### src/rtl/segment7_scan.sv
// Multiplexed seven-segment display driver with a decimal/hex up-counter.
// A tick divider advances the count; a scan divider rotates the active digit.
module segment7_scan #(
  parameter int unsigned NUM_DIGITS = 4,
  parameter int unsigned TICK_DIV   = 1000000,
  parameter int unsigned SCAN_DIV   = 1000
) (
  input  logic                    clk,
  input  logic                    reset_n,
  input  logic                    count_en,
  input  logic                    dec_mode,
  input  logic                    load,
  input  logic [4*NUM_DIGITS-1:0] load_value,
  input  logic                    blank_lz,
  output logic [6:0]              led_out,
  output logic [6:0]              led_out_b,
  output logic [NUM_DIGITS-1:0]   dig_sel,
  output logic [4*NUM_DIGITS-1:0] value,
  output logic                    wrap
);

  localparam int unsigned VAL_W  = 4 * NUM_DIGITS;
  localparam int unsigned TICK_W = (TICK_DIV > 1) ? $clog2(TICK_DIV) : 1;
  localparam int unsigned SCAN_W = (SCAN_DIV > 1) ? $clog2(SCAN_DIV) : 1;
  localparam int unsigned IDX_W  = (NUM_DIGITS > 1) ? $clog2(NUM_DIGITS) : 1;

  logic [TICK_W-1:0]     tick_cnt_q, tick_cnt_d;
  logic [SCAN_W-1:0]     scan_cnt_q, scan_cnt_d;
  logic [IDX_W-1:0]      idx_q, idx_d;
  logic [VAL_W-1:0]      count_q, count_d;
  logic                  wrap_q, wrap_d;
  logic [6:0]            led_out_q, led_out_d;
  logic [6:0]            led_out_b_q, led_out_b_d;
  logic [NUM_DIGITS-1:0] dig_sel_q, dig_sel_d;

  logic                  tick_c;
  logic                  scan_end_c;
  logic [VAL_W-1:0]      count_inc_c;
  logic                  carry_c;
  logic [3:0]            nib_c;
  logic                  at_max_c;
  logic [NUM_DIGITS-1:0] lead_zero_c;
  logic                  zero_above_c;
  logic [3:0]            cur_nib_c;
  logic                  cur_blank_c;

  function automatic logic [6:0] seg7(input logic [3:0] n);
    case (n)
      4'h0: seg7 = 7'h3F;
      4'h1: seg7 = 7'h06;
      4'h2: seg7 = 7'h5B;
      4'h3: seg7 = 7'h4F;
      4'h4: seg7 = 7'h66;
      4'h5: seg7 = 7'h6D;
      4'h6: seg7 = 7'h7D;
      4'h7: seg7 = 7'h07;
      4'h8: seg7 = 7'h7F;
      4'h9: seg7 = 7'h6F;
      4'hA: seg7 = 7'h77;
      4'hB: seg7 = 7'h7C;
      4'hC: seg7 = 7'h39;
      4'hD: seg7 = 7'h5E;
      4'hE: seg7 = 7'h79;
      default: seg7 = 7'h71;
    endcase
  endfunction

  // Tick divider: free counts only while enabled.
  always_comb begin
    tick_c     = count_en && (tick_cnt_q == TICK_W'(TICK_DIV - 1));
    tick_cnt_d = tick_cnt_q;
    if (count_en) begin
      tick_cnt_d = tick_c ? '0 : tick_cnt_q + TICK_W'(1);
    end
  end

  // Ripple increment; in decimal mode any nibble >= 9 rolls over and carries.
  always_comb begin
    count_inc_c = count_q;
    carry_c     = 1'b1;
    nib_c       = '0;
    at_max_c    = 1'b0;
    for (int k = 0; k < NUM_DIGITS; k++) begin
      nib_c    = count_q[4*k +: 4];
      at_max_c = dec_mode ? (nib_c >= 4'd9) : (nib_c == 4'hF);
      if (carry_c) begin
        if (at_max_c) begin
          count_inc_c[4*k +: 4] = 4'h0;
        end else begin
          count_inc_c[4*k +: 4] = nib_c + 4'd1;
          carry_c               = 1'b0;
        end
      end
    end
  end

  // Load wins over a coincident tick and never reports a wrap.
  always_comb begin
    count_d = count_q;
    wrap_d  = 1'b0;
    if (load) begin
      count_d = load_value;
    end else if (tick_c) begin
      count_d = count_inc_c;
      wrap_d  = carry_c;
    end
  end

  always_comb begin
    scan_end_c = (scan_cnt_q == SCAN_W'(SCAN_DIV - 1));
    scan_cnt_d = scan_end_c ? '0 : scan_cnt_q + SCAN_W'(1);
    idx_d      = idx_q;
    if (scan_end_c) begin
      idx_d = (idx_q == IDX_W'(NUM_DIGITS - 1)) ? '0 : idx_q + IDX_W'(1);
    end
  end

  // Digit k > 0 is a leading zero when it and every higher digit are zero.
  always_comb begin
    lead_zero_c  = '0;
    zero_above_c = 1'b1;
    for (int k = NUM_DIGITS - 1; k >= 0; k--) begin
      zero_above_c   = zero_above_c && (count_q[4*k +: 4] == 4'h0);
      lead_zero_c[k] = zero_above_c && (k != 0);
    end
  end

  // Select and pattern come from the same index so they always match.
  always_comb begin
    cur_nib_c   = '0;
    cur_blank_c = 1'b0;
    dig_sel_d   = '0;
    for (int k = 0; k < NUM_DIGITS; k++) begin
      if (idx_q == IDX_W'(k)) begin
        cur_nib_c    = count_q[4*k +: 4];
        cur_blank_c  = lead_zero_c[k];
        dig_sel_d[k] = 1'b1;
      end
    end
    led_out_d   = (blank_lz && cur_blank_c) ? 7'h00 : seg7(cur_nib_c);
    led_out_b_d = 7'h00;
  end

  always_ff @(posedge clk or negedge reset_n) begin
    if (!reset_n) begin
      tick_cnt_q  <= '0;
      scan_cnt_q  <= '0;
      idx_q       <= '0;
      count_q     <= '0;
      wrap_q      <= 1'b0;
      led_out_q   <= 7'h00;
      led_out_b_q <= 7'h7F;
      dig_sel_q   <= '0;
    end else begin
      tick_cnt_q  <= tick_cnt_d;
      scan_cnt_q  <= scan_cnt_d;
      idx_q       <= idx_d;
      count_q     <= count_d;
      wrap_q      <= wrap_d;
      led_out_q   <= led_out_d;
      led_out_b_q <= led_out_b_d;
      dig_sel_q   <= dig_sel_d;
    end
  end

  assign led_out   = led_out_q;
  assign led_out_b = led_out_b_q;
  assign dig_sel   = dig_sel_q;
  assign value     = count_q;
  assign wrap      = wrap_q;

endmodule

### config.mk
export PLATFORM = sky130hd
export DESIGN_NAME = segment7_scan
export DESIGN_NICKNAME = d
export VERILOG_FILES = /design/src/rtl/segment7_scan.sv
export SDC_FILE = /design/constraint.sdc
export NUM_CORES = 1
export LEC_CHECK = 0
export CAP_MARGIN = 25
export CORE_UTILIZATION = 50
export DETAILED_ROUTE_END_ITERATION = 10
export HOLD_SLACK_MARGIN = 0.06
export PLACE_DENSITY = 0.76
export SYNTH_ARGS = -nofsm -noshare
export SYNTH_HDL_FRONTEND = slang
export SYNTH_SLANG_ARGS = --single-unit
### constraint.sdc
create_clock -name clk -period 4 [get_ports clk]
set_input_delay 0.6 -clock clk [delete_from_list [all_inputs] [get_ports clk]]
set_output_delay 0.6 -clock clk [all_outputs]
set_load 0.03 [all_outputs]
# After elaboration in Yosys (flattened, before gate mapping)
# Memory sizes are Yosys's and may differ from the RTL's.
# Cells that the tools add are included.
# W data, S select, Z words.
[classes]
n_eq_ne = 9
order_cmp = 4
n_addsub = 7
n_mux = 37
n_reduce_logical = 15
[ops]
columns = ["op", "count"]
rows = [
  ["$mux W4", 11],
  ["$mux W16", 2],
  ["$add A20 B1 Y20 const B", 1],
  ["$eq A20 B20 Y1 const B", 1],
  ["$mux W1", 20],
  ["$mux W20", 1],
  ["$add A4 B1 Y4 const B", 4],
  ["$eq A4 B4 Y1 const B", 4],
  ["$ge A4 B4 Y1 const B", 4],
  ["$logic_not A4 Y1", 3],
  ["$add A10 B1 Y10 const B", 1],
  ["$eq A10 B10 Y1 const B", 1],
  ["$mux W10", 1],
  ["$reduce_bool A2 Y1", 4],
  ["$mux W7", 1],
  ["$reduce_and A2 Y1", 3],
  ["$eq A2 B2 Y1 const B", 2],
  ["$logic_and A1 B1 Y1", 4],
  ["$add A2 B1 Y2 const B", 1],
  ["$eq A2 B1 Y1 const B", 1],
  ["$logic_not A2 Y1", 1],
  ["$mux W2", 1],
]
[totals]
inputBits = 22
n_memories = 1
romBits = 112
ff_bits = 67
elab_cells = 84
out_inout_bits = 35
[memory_table]
columns = ["name", "words", "word_bits", "read_ports", "rd_ports_with_merged_regs", "wr", "line", "source"]
rows = [
  ["(name not given)", 16, 7, 1, 0, 0, "48", "case (n)"],
]

# Logic depth before layout (Yosys ltp)
# Gate-level depths: netlist (run 1).
[logic_depth]
word_depth = 8
mapped_depth = 11
ltp_nobuf = 10

# Worst setup path after synthesis (run 1)
# OpenSTA, ideal clock, no wires.
[synth_timing]
path_type = "reg-to-reg"
from = "register idx_q[0]"
to = "register led_out_q[6] (netlist: led_out[6])"
slack_ns = 1.664
path_buffers = 1
t_arrival_ns = 2.232
stages_incl_launch_ff = 11
required_time_ns = 3.896
cell_sequence = "dfrtp_1 -> inv_1 -> ha_1 -> clkbuf_1 -> a21oi_1 -> o21ai_0 -> a22oi_1 -> inv_1 -> ha_1 -> mux2_2 -> a221oi_1"
[synth_via]
elab_chain_cells = 7
word_cells_on_any_way = 14
classes_between = "eq/ne: 3; mux: 8; reduce/logical: 2; memory: 1"
[synth_lines]
columns = ["item", "line", "source"]
rows = [
  ["start, declared", "29", "logic [IDX_W-1:0] idx_q, idx_d;"],
  ["start signal, assigned", "157", "idx_q <= idx_d;"],
  ["$logic_not A2 Y1", "134", "if (idx_q == IDX_W'(k)) begin"],
  ["$mux W4 (4 in a row)", "134", ""],
  ["$mem_v2 Z16 W7", "-", ""],
  ["$mux W7 *", "140", "led_out_d = (blank_lz && cur_blank_c) ? 7'h00 : seg7(cur_nib_c);"],
  ["via led_out_d[6]", "32", "logic [6:0] led_out_q, led_out_d;"],
  ["end signal, assigned", "160", "led_out_q <= led_out_d;"],
  ["end, declared", "32", ""],
]
# The timed path passes the listed nets; every way through them passes the cells marked *.
# A chain may end at the register's enable or synchronous reset.

# Worst setup path in the final report (run 1)
# Ends and elaborated chain as after synthesis.

==> flow_metrics.py, run 1 <==
metrics = {
    "run_status": {
        "status": "finished, final reports clean",
    },
    "clocking": {
        "clockRootBuffer": "clkbuf_8",
        "cts_tree": "yes",
        "post_cts_buffers": 0,
        "insertion_delay_ps": 340,
        "h-tree-depth": 3,
        "cts.repair.resized": 0,
        "cts_buffer_depth": 2,
        "clock_sinks": 61,
        "path_clk_slew_ps": 70,
        "numCtsBuffers": 9,
        "cts_hold_buf": 0,
    },
    "logic_synthesis": {
        "netlist_area_mm2": 0.00374,
        "synthArstFlopShare": 1.00,
        "synth_area_per_cell_um2": 9.82,
        "synth.distinct_cells": 65,
        "ys.flop_type": "dfrtp_1",
        "yosysWarnings": 0,
        "ys_seq_area_frac": 0.408,
        "synthCells": 381,
        "synth-edff-count": 0,
        "ys_ff_latch": 61,
        "synth_fp_nets": 430,
    },
    "timing": {
        "worst_clock_skew_ps": 8.14,
        "hold_viol": 0,
        "holdWs_ps": 267,
        "finalCritPeriodShare": 0.656,
        "relSlewSlack": 0.332,
        "rsz0062_at_grt": "false",
        "clock.fmax_mhz": 381,
        "worstMarginPinSlew_ps": 995,
        "setup_violations": 0,
        "fin_setup_tns_ps": 0,
        "layout_min_cycle_time_ps": 2630,
        "report.final.slew_viol_count": 0,
        "worst_slack_ps": 1370,
    },
    "place": {
        "post-dp-hpwl_um": 5710,
        "place_area_mm2": 0.00431,
        "place_congestion": 0.843,
        "portBuffers": 56,
        "dp_slack_ps": 1290,
    },
    "setup_path": {
        "start_kind": "flop",
        "arrival_ps": 2850,
        "r2r_slack_ps": 1370,
        "cp_slowest_cell": "a22oi_1",
        "max_stage_delay_ps": 510,
        "end_kind": "flop",
        "crit_type": "flop to flop",
        "reg2reg_from": "idx_q[0]$_DFFE_PN0N_",
        "cp_cell_sequence": "inv_1 > ha_1 > a21oi_1 > o21ai_0 > a22oi_1 > inv_1 > ha_1 > mux2_2 > a221oi_1",
        "timing.rr.end": "led_out[6]$_DFF_PN0_",
        "worstPathRequired_ps": 4230,
        "r2r_cells": 9,
        "critical_path.max_fanout": 10,
    },
    "floorplanning": {
        "die-area_mm2": 0.00783,
        "core.rowCount": 31,
        "die_w_um": 88.5,
        "core_area_mm2": 0.00725,
        "num_io_pins": 57,
        "start_util": 0.516,
        "chipHeight_um": 88.5,
    },
    "power_and_ir_drop": {
        "peakVddDrop_v": 0.000260,
        "p_leak_nw": 1.94,
        "power.density_mw_per_mm2": 357,
        "design_power_total_mw": 1.61,
    },
    "route": {
        "ant_nets": 0,
        "drt_pass1_iterations": 4,
        "routedWlPerCell_um": 14.6,
        "wirelength_um": 7820,
        "vias": 3000,
        "viasPerCell": 5.60,
        "drc": 0,
        "drt_iter0_drc": 142,
    },
    "final_layout": {
        "synthToLayoutAreaGrowth_pct": 20.3,
        "num-nets-final": 483,
        "drive_gt1_frac": 0.0984,
        "num_antenna_cells": 0,
        "stdcell_area_mm2": 0.00450,
    },
    "job": {
        "max-cap-violations": 0,
    },
    "global_route": {
        "grt_remaining_overflow": 0,
        "antenna_found_initial": 0,
        "grt_max_degree": 34,
        "gr-usage-all-layers": 0.219,
        "grt_pass1_vias": 2851,
        "grt_pass1_wl_um": 13000,
    },
    "min_path": {
        "hp-class": "primary input to async pin",
    },
}
==> stage by stage <==
| stage | util | cells |
|---|---|---|
| final | 0.620 | 536 |
| after global routing | 0.620 | 536 |
| after CTS | 0.620 | 535 |
| after detailed placement | 0.595 | 521 |
| after global placement | 0.595 | 521 |
| after floorplan | - | 381 |
==> cells in the final DEF, fill, tap and decap left out, types with 3 or more instances in the layout <==
master | netlist | routed
a211oi_1 | 6 | 6
a21o_1 | 3 | 3
a21oi_1 | 13 | 13
a22oi_1 | 4 | 4
a31oi_1 | 9 | 9
and3_1 | 7 | 7
and4_1 | 3 | 3
clkbuf_8 | 0 | 10
clkdlybuf4s50_1 | 0 | 55
dfrtp_1 | 60 | 60
ha_1 | 27 | 27
inv_1 | 17 | 17
mux2i_1 | 8 | 8
nand2_1 | 38 | 38
nand3_1 | 21 | 21
nand3b_1 | 3 | 3
nand4_4 | 3 | 3
nor2_1 | 34 | 34
nor2b_1 | 4 | 4
nor3_1 | 6 | 6
nor3b_1 | 3 | 3
nor4_1 | 5 | 5
o21ai_0 | 17 | 17
o21ai_1 | 6 | 6
or3b_2 | 4 | 4
xnor2_1 | 13 | 13
xor2_1 | 7 | 7
==> metal layers <==
layer	track usage	wire length [um]	vias to the layer above
met3	0.0597	421	10
met1	0.260	3320	1452
li1	-	-	1459
met4	0.0704	105	0
met5	0	0	-
met2	0.385	3970	79
==> worst max path at each step <==
stage / slack [ps] / to / from / cells past startpoint
2_1_floorplan: 1660 / led_out[6]$_DFF_PN0_ / idx_q[0]$_DFFE_PN0N_ / 10
3_3_place_gp: 1350 / value[7]$_DFFE_PN0P_ / count_en / 6
3_5_place_dp: 1290 / value[7]$_DFFE_PN0P_ / count_en / 6
4_1_cts: 1390 / led_out[6]$_DFF_PN0_ / idx_q[0]$_DFFE_PN0N_ / 9
5_1_grt: 1120 / led_out[6]$_DFF_PN0_ / idx_q[0]$_DFFE_PN0N_ / 9
6_report: 1370 / led_out[6]$_DFF_PN0_ / idx_q[0]$_DFFE_PN0N_ / 9
==> layout make-up <==
cell class / count / area [um^2]
Fill cell: 610 / 2750
Multi-Input combinational cell: 286 / 2030
Sequential cell: 61 / 1530
Timing Repair Buffer: 59 / 576
Clock buffer: 12 / 145
Tap cell: 99 / 124
Inverter: 17 / 63.8
Clock inverter: 2 / 35.0
==> critical path: cells and delay by family, from the launching register on <==
kind	cells	cell delay, ps
flip-flops	1	390
AO/OA/AOI/OAI	4	1010
multiplexers	1	270
buffers and inverters	2	230
adder cells (fa/ha/maj)	2	600
==> registers in the layout (all words and copies together), names as in the netlist <==
name        count
value          16
idx_q           2
wrap            1
led_out         7
tick_cnt_q     20
scan_cnt_q     10
led_out_b       1
dig_sel         4
==> cell usage after synthesis, drive strengths merged, types with 2 or more instances <==
cell | instances | area, um^2
buf | 9 | 66.3
nand2 | 38 | 143
o211ai | 2 | 15.0
a2bb2oi | 2 | 17.5
xor2 | 7 | 61.3
a31oi | 9 | 56.3
inv | 17 | 63.8
and3 | 9 | 58.8
nor2 | 35 | 139
clkbuf | 6 | 26.3
a21o | 4 | 31.3
nor4b | 2 | 47.6
nand3 | 22 | 115
a211o | 2 | 18.8
nand3b | 3 | 22.5
o31ai | 2 | 15.0
mux2 | 2 | 22.5
or3b | 4 | 35.0
o21ai | 23 | 115
nand4 | 4 | 70.1
mux2i | 8 | 80.1
a22oi | 4 | 30.0
ha | 27 | 338
a21oi | 13 | 65.1
xnor2 | 13 | 114
nor3b | 3 | 22.5
a32oi | 2 | 17.5
a211oi | 7 | 57.6
and4 | 4 | 36.3
nor3 | 8 | 50.1
dfrtp | 60 | 1500
nand2b | 2 | 12.5
nor4 | 7 | 73.8
nor2b | 4 | 25.0
==> logic make-up (layout without fill, tap and decap cells) <==
| kind of cell | after synthesis | in the layout | synth area share |
|---|---|---|---|
| and+or+nand+nor | 151 | 151 | 0.242 |
| AOI/OAI and AO/OA | 77 | 77 | 0.134 |
| DFF | 61 | 61 | 0.408 |
| buffers and inverters | 34 | 90 | 0.0495 |
| adders and majority gates | 27 | 27 | 0.0903 |
| xor gates and xnor gates | 20 | 20 | 0.0468 |
| muxes | 10 | 10 | 0.0274 |
| other | 1 | 1 | 0.00100 |
==> report_power, final <==
| group | internal, mW | total, mW | switching [mW] | leakage, nW |
|---|---|---|---|---|
| clock network | 0.297 | 0.523 | 0.226 | 0.0923 |
| logic | 0.151 | 0.340 | 0.188 | 1.09 |
| registers | 0.674 | 0.744 | 0.0703 | 0.756 |
Power figures use the tool's default switching activity.
==> run 2, diff against run 1 <==
clock period = 2.6 ns   (was 4 ns; I/O delays follow)
==> flow_metrics.py, run 2 (synthesis results as in run 1) <==
metrics = {
    "timing": {
        "report.final.slew_viol_count": 0,
        "layout_min_cycle_time_ps": 2320,
        "relSlewSlack": 0.578,
        "setup_violations": 0,
        "worst_clock_skew_ps": 6.05,
        "hold_viol": 0,
        "fin_setup_tns_ps": 0,
        "worstMarginPinSlew_ps": 629,
        "finalCritPeriodShare": 0.894,
        "clock.fmax_mhz": 430,
        "holdWs_ps": 51.1,
        "rsz0062_at_grt": "false",
    },
    "min_path": {
        "hp-class": "primary input to async pin",
    },
    "clocking": {
        "cts_buffer_depth": 2,
        "path_clk_slew_ps": 60,
        "post_cts_buffers": 0,
        "clock_sinks": 61,
        "clockRootBuffer": "clkbuf_8",
        "cts_tree": "yes",
        "h-tree-depth": 3,
        "cts_hold_buf": 0,
        "numCtsBuffers": 9,
        "insertion_delay_ps": 340,
    },
    "global_route": {
        "grt_pass1_vias": 2962,
        "grt_remaining_overflow": 0,
        "antenna_found_initial": 0,
        "gr-usage-all-layers": 0.230,
        "grt_max_degree": 62,
        "grt_pass1_wl_um": 13700,
    },
    "place": {
        "dp_cells": 526,
        "portBuffers": 56,
        "place_congestion": 0.841,
        "post-dp-hpwl_um": 5820,
    },
    "power_and_ir_drop": {
        "switchingPower_mw": 0.752,
        "power.density_mw_per_mm2": 544,
        "internal_power_mw": 1.73,
        "pwr-share-clk": 0.323,
        "p_leak_nw": 1.98,
        "power_frac_seq": 0.461,
        "p_comb_frac": 0.216,
        "peakVddDrop_v": 0.000428,
        "switching_share": 0.303,
    },
    "route": {
        "drt_iter0_drc": 103,
        "vias": 2958,
        "viasPerCell": 5.45,
        "wirelength_um": 8020,
        "routedWlPerCell_um": 14.8,
        "ant_nets": 0,
        "drt_pass1_iterations": 4,
        "drc": 0,
    },
    "floorplanning": {
        "die_w_um": 88.5,
        "start_util": 0.516,
        "die-area_mm2": 0.00783,
        "core.rowCount": 31,
        "num_io_pins": 57,
        "core_area_mm2": 0.00725,
        "chipHeight_um": 88.5,
    },
    "final_layout": {
        "num-nets-final": 488,
        "final_common_cell": "dfrtp_1",
        "fillerInstances": 611,
        "synthToLayoutAreaGrowth_pct": 22.0,
        "final_cell_mix": "60 x dfrtp_1, 55 x clkdlybuf4s50_1, 38 x nand2_1",
        "num_antenna_cells": 0,
        "largest_reg_flops": 20,
        "stdcell_count": 543,
        "regMostFlops": "tick_cnt_q",
        "drive_gt1_frac": 0.113,
    },
    "setup_path": {
        "start_kind": "flop",
        "arrival_ps": 2560,
        "critical_path.max_fanout": 8,
        "crit_type": "flop to flop",
        "end_kind": "flop",
        "worstPathRequired_ps": 2840,
    },
    "job": {
        "max-cap-violations": 0,
    },
    "run_status": {
        "status": "finished, final reports clean",
    },
}
run 2: cell types whose count changed in the layout (fill, tap and decap cells not counted), sizes merged:
cell,change
buf,+5
clkbuf,+4
bufinv,-1
clkinv,-1
run 2: through the flow:
step                area [um^2]  power [mW]  setup slack, ps   util
floorplan                  3740        1.51              264      -
global placement           4360        1.68              283  0.602
global route               4560        2.63             63.8  0.629
finish                     4560        2.48              275  0.629
CTS                        4550        2.51              157  0.628
detailed placement         4360        1.70              188  0.602
run 2: what timing repair did:
| action | in CTS | in global routing |
|---|---|---|
| gates resized for setup | 0 | 1 |
| setup endpoints to repair | 0 | 1 |
| endpoints found under the hold margin | 0 | 0 |
run 2: metal layers:
| layer | GRT usage | part of all wire |
|---|---|---|
| met2 | 0.394 | 0.49 |
| met3 | 0.0476 | 0.044 |
| met5 | 0 | 0 |
| met1 | 0.281 | 0.44 |
| met4 | 0.0997 | 0.019 |
run 2: power groups by stage:
stage	sequential [mW]	combinational [mW]	clock [mW]
floorplan	1.20	0.303	0
global placement	1.16	0.519	0
detailed placement	1.16	0.535	0
CTS	1.14	0.540	0.828
global route	1.16	0.596	0.873
finish	1.14	0.535	0.803
run 2: final cells by class:
class | instances | area [um^2] | share of cell area
clock buffers | 16 | 190 | 0.0417
inverters | 17 | 63.8 | 0.0140
multi-input cells | 286 | 2030 | 0.445
flip-flops and latches | 61 | 1530 | 0.335
well taps | 99 | 124 | 0.0271
repair buffers | 64 | 626 | 0.137
run 2: final timing paths:
| kind | slack [ps] | start | cells past startpoint | end |
|---|---|---|---|---|
| worst max-delay path | 280 | idx_q[0]$_DFFE_PN0N_ | 10 | led_out[6]$_DFF_PN0_ |
| worst min-delay path | 50 | reset_n | 2 | value[11]$_DFFE_PN0P_ |
| worst max register to register | 280 | idx_q[0]$_DFFE_PN0N_ | 10 | led_out[6]$_DFF_PN0_ |
| worst min register to register | 480 | tick_cnt_q[2]$_DFFE_PN0P_ | 1 | tick_cnt_q[2]$_DFFE_PN0P_ |
| max in group asynchronous | 2260 | reset_n | 2 | led_out_b[5]$_DFF_PN1_ |
| min in group clk | 480 | tick_cnt_q[2]$_DFFE_PN0P_ | 1 | tick_cnt_q[2]$_DFFE_PN0P_ |
run 2: critical path, cell delays in order, from the launching register on:
cell      delay (ps)
dfrtp_1          400
inv_1             90
ha_1             230
buf_4            170
a21oi_1          100
o21ai_0          120
a22oi_1          240
inv_1            100
ha_1             260
mux2_2           270
a221oi_1         240
==> run 3, diff against run 2 <==
CORE_ASPECT_RATIO = 2   (was unset)
==> flow_metrics.py, run 3 (synthesis results as in run 1) <==
metrics = {
    "place": {
        "dp_cells": 521,
        "place_congestion": 0.924,
        "post-dp-hpwl_um": 6690,
        "place_area_mm2": 0.00436,
        "portBuffers": 56,
    },
    "clocking": {
        "path_clk_slew_ps": 50,
        "clockRootBuffer": "clkbuf_16",
        "post_cts_buffers": 0,
        "cts.repair.resized": 0,
        "h-tree-depth": 3,
        "cts_hold_buf": 0,
        "clock_sinks": 61,
        "cts_tree": "yes",
        "cts_buffer_depth": 2,
        "insertion_delay_ps": 330,
        "numCtsBuffers": 9,
    },
    "global_route": {
        "use_met2": 0.456,
        "grtUsageMet3": 0.0531,
        "busiest_layer": "met2",
        "gr-usage-all-layers": 0.249,
        "met1_usage": 0.238,
        "grt_remaining_overflow": 0,
        "grt_pass1_wl_um": 14800,
        "grt_max_degree": 32,
        "antenna_found_initial": 0,
        "grt_pass1_vias": 3173,
    },
    "final_layout": {
        "regMostFlops": "tick_cnt_q",
        "final_cell_mix": "60 x dfrtp_1, 55 x clkdlybuf4s50_1, 38 x nand2_1",
        "stdcell_area_mm2": 0.00462,
        "synthToLayoutAreaGrowth_pct": 23.4,
        "drive_gt1_frac": 0.110,
        "final_common_cell": "dfrtp_1",
        "num_antenna_cells": 0,
        "stdcell_count": 536,
        "num-nets-final": 489,
        "largest_reg_flops": 20,
    },
    "route": {
        "drt_iter0_drc": 212,
        "routedWlPerCell_um": 16.7,
        "drt_pass1_iterations": 5,
        "viasPerCell": 5.82,
        "drc": 0,
        "vias": 3120,
        "wirelength_um": 8940,
        "ant_nets": 0,
    },
    "min_path": {
        "hp-class": "primary input to async pin",
    },
    "timing": {
        "worstMarginPinSlew_ps": 1110,
        "fin_setup_tns_ps": 0,
        "report.final.slew_viol_count": 0,
        "worst_clock_skew_ps": 6.27,
        "clock.fmax_mhz": 413,
        "relSlewSlack": 0.255,
        "holdWs_ps": 111,
        "setup_violations": 0,
        "rsz0062_at_grt": "false",
        "hold_viol": 0,
        "finalCritPeriodShare": 0.931,
        "layout_min_cycle_time_ps": 2420,
    },
    "power_and_ir_drop": {
        "pwr-share-clk": 0.385,
        "power_frac_seq": 0.420,
        "switching_share": 0.294,
        "internal_power_mw": 1.94,
        "design_power_total_mw": 2.75,
        "peakVddDrop_v": 0.000606,
        "p_leak_nw": 2.01,
        "switchingPower_mw": 0.809,
        "power.density_mw_per_mm2": 595,
        "p_comb_frac": 0.196,
    },
    "setup_path": {
        "critical_path.max_fanout": 10,
        "worstPathRequired_ps": 2760,
        "end_kind": "flop",
        "crit_type": "flop to flop",
        "start_kind": "flop",
        "arrival_ps": 2580,
    },
    "floorplanning": {
        "start_util": 0.515,
        "die-area_mm2": 0.00785,
        "chipHeight_um": 124,
        "die_w_um": 63.2,
        "num_io_pins": 57,
        "core.rowCount": 44,
        "core_area_mm2": 0.00727,
    },
    "job": {
        "max-cap-violations": 0,
    },
    "run_status": {
        "status": "finished, final reports clean",
    },
}
==> run 3: routing by layer <==
metal | part of all wire | up-vias
met4 | 0.042 | 0
met3 | 0.037 | 29
met5 | 0 | -
met1 | 0.35 | 1528
met2 | 0.57 | 92
li1 | - | 1471
==> run 3: area by class of cell <==
type                       count  area [um^2]
sequential                    61         1530
multi-input combinational    286         2030
clock buffer                  13          250
clock inverter                 2         10.0
inverter                      17         63.8
fill                         641         2650
tap                           92          115
timing repair buffer          65          623
==> run 3: worst paths after layout <==
kind                                    startpoint                 endpoint  slack [ps]  depth (start not counted)
max                           idx_q[1]$_DFFE_PN0N_     led_out[5]$_DFF_PN0_         180                          6
min                                        reset_n     led_out[5]$_DFF_PN0_         110                          1
max reg2reg                   idx_q[1]$_DFFE_PN0N_     led_out[5]$_DFF_PN0_         180                          6
min reg2reg                scan_cnt_q[9]$_DFF_PN0_  scan_cnt_q[9]$_DFF_PN0_         490                          1
max in group asynchronous                  reset_n     value[0]$_DFFE_PN0P_        1780                          2
min in group clk           scan_cnt_q[9]$_DFF_PN0_  scan_cnt_q[9]$_DFF_PN0_         490                          1
==> run 3: metrics by stage <==
stage	worst slack, ps	utilization
5_1_grt	86.4	0.636
3_5_place_dp	163	0.600
6_report	180	0.636
2_1_floorplan	264	-
4_1_cts	244	0.636
3_3_place_gp	240	0.600
==> run 3: worst max-delay path, cell delays in order, from the launching register on <==
cell and delay [ps]:
dfrtp_1 400, inv_1 100, ha_1 340, a31o_2 210, a31oi_1 130, nor4_1 920, nor3_1 150
==> run 3: power groups by stage <==
stage / registers, mW / clock network [mW] / logic [mW]
after global placement: 1.16 / 0 / 0.526
final: 1.15 / 1.06 / 0.537
after floorplan: 1.20 / 0 / 0.303
after CTS: 1.15 / 1.08 / 0.542
after global routing: 1.17 / 1.12 / 0.591
after detailed placement: 1.16 / 0 / 0.537
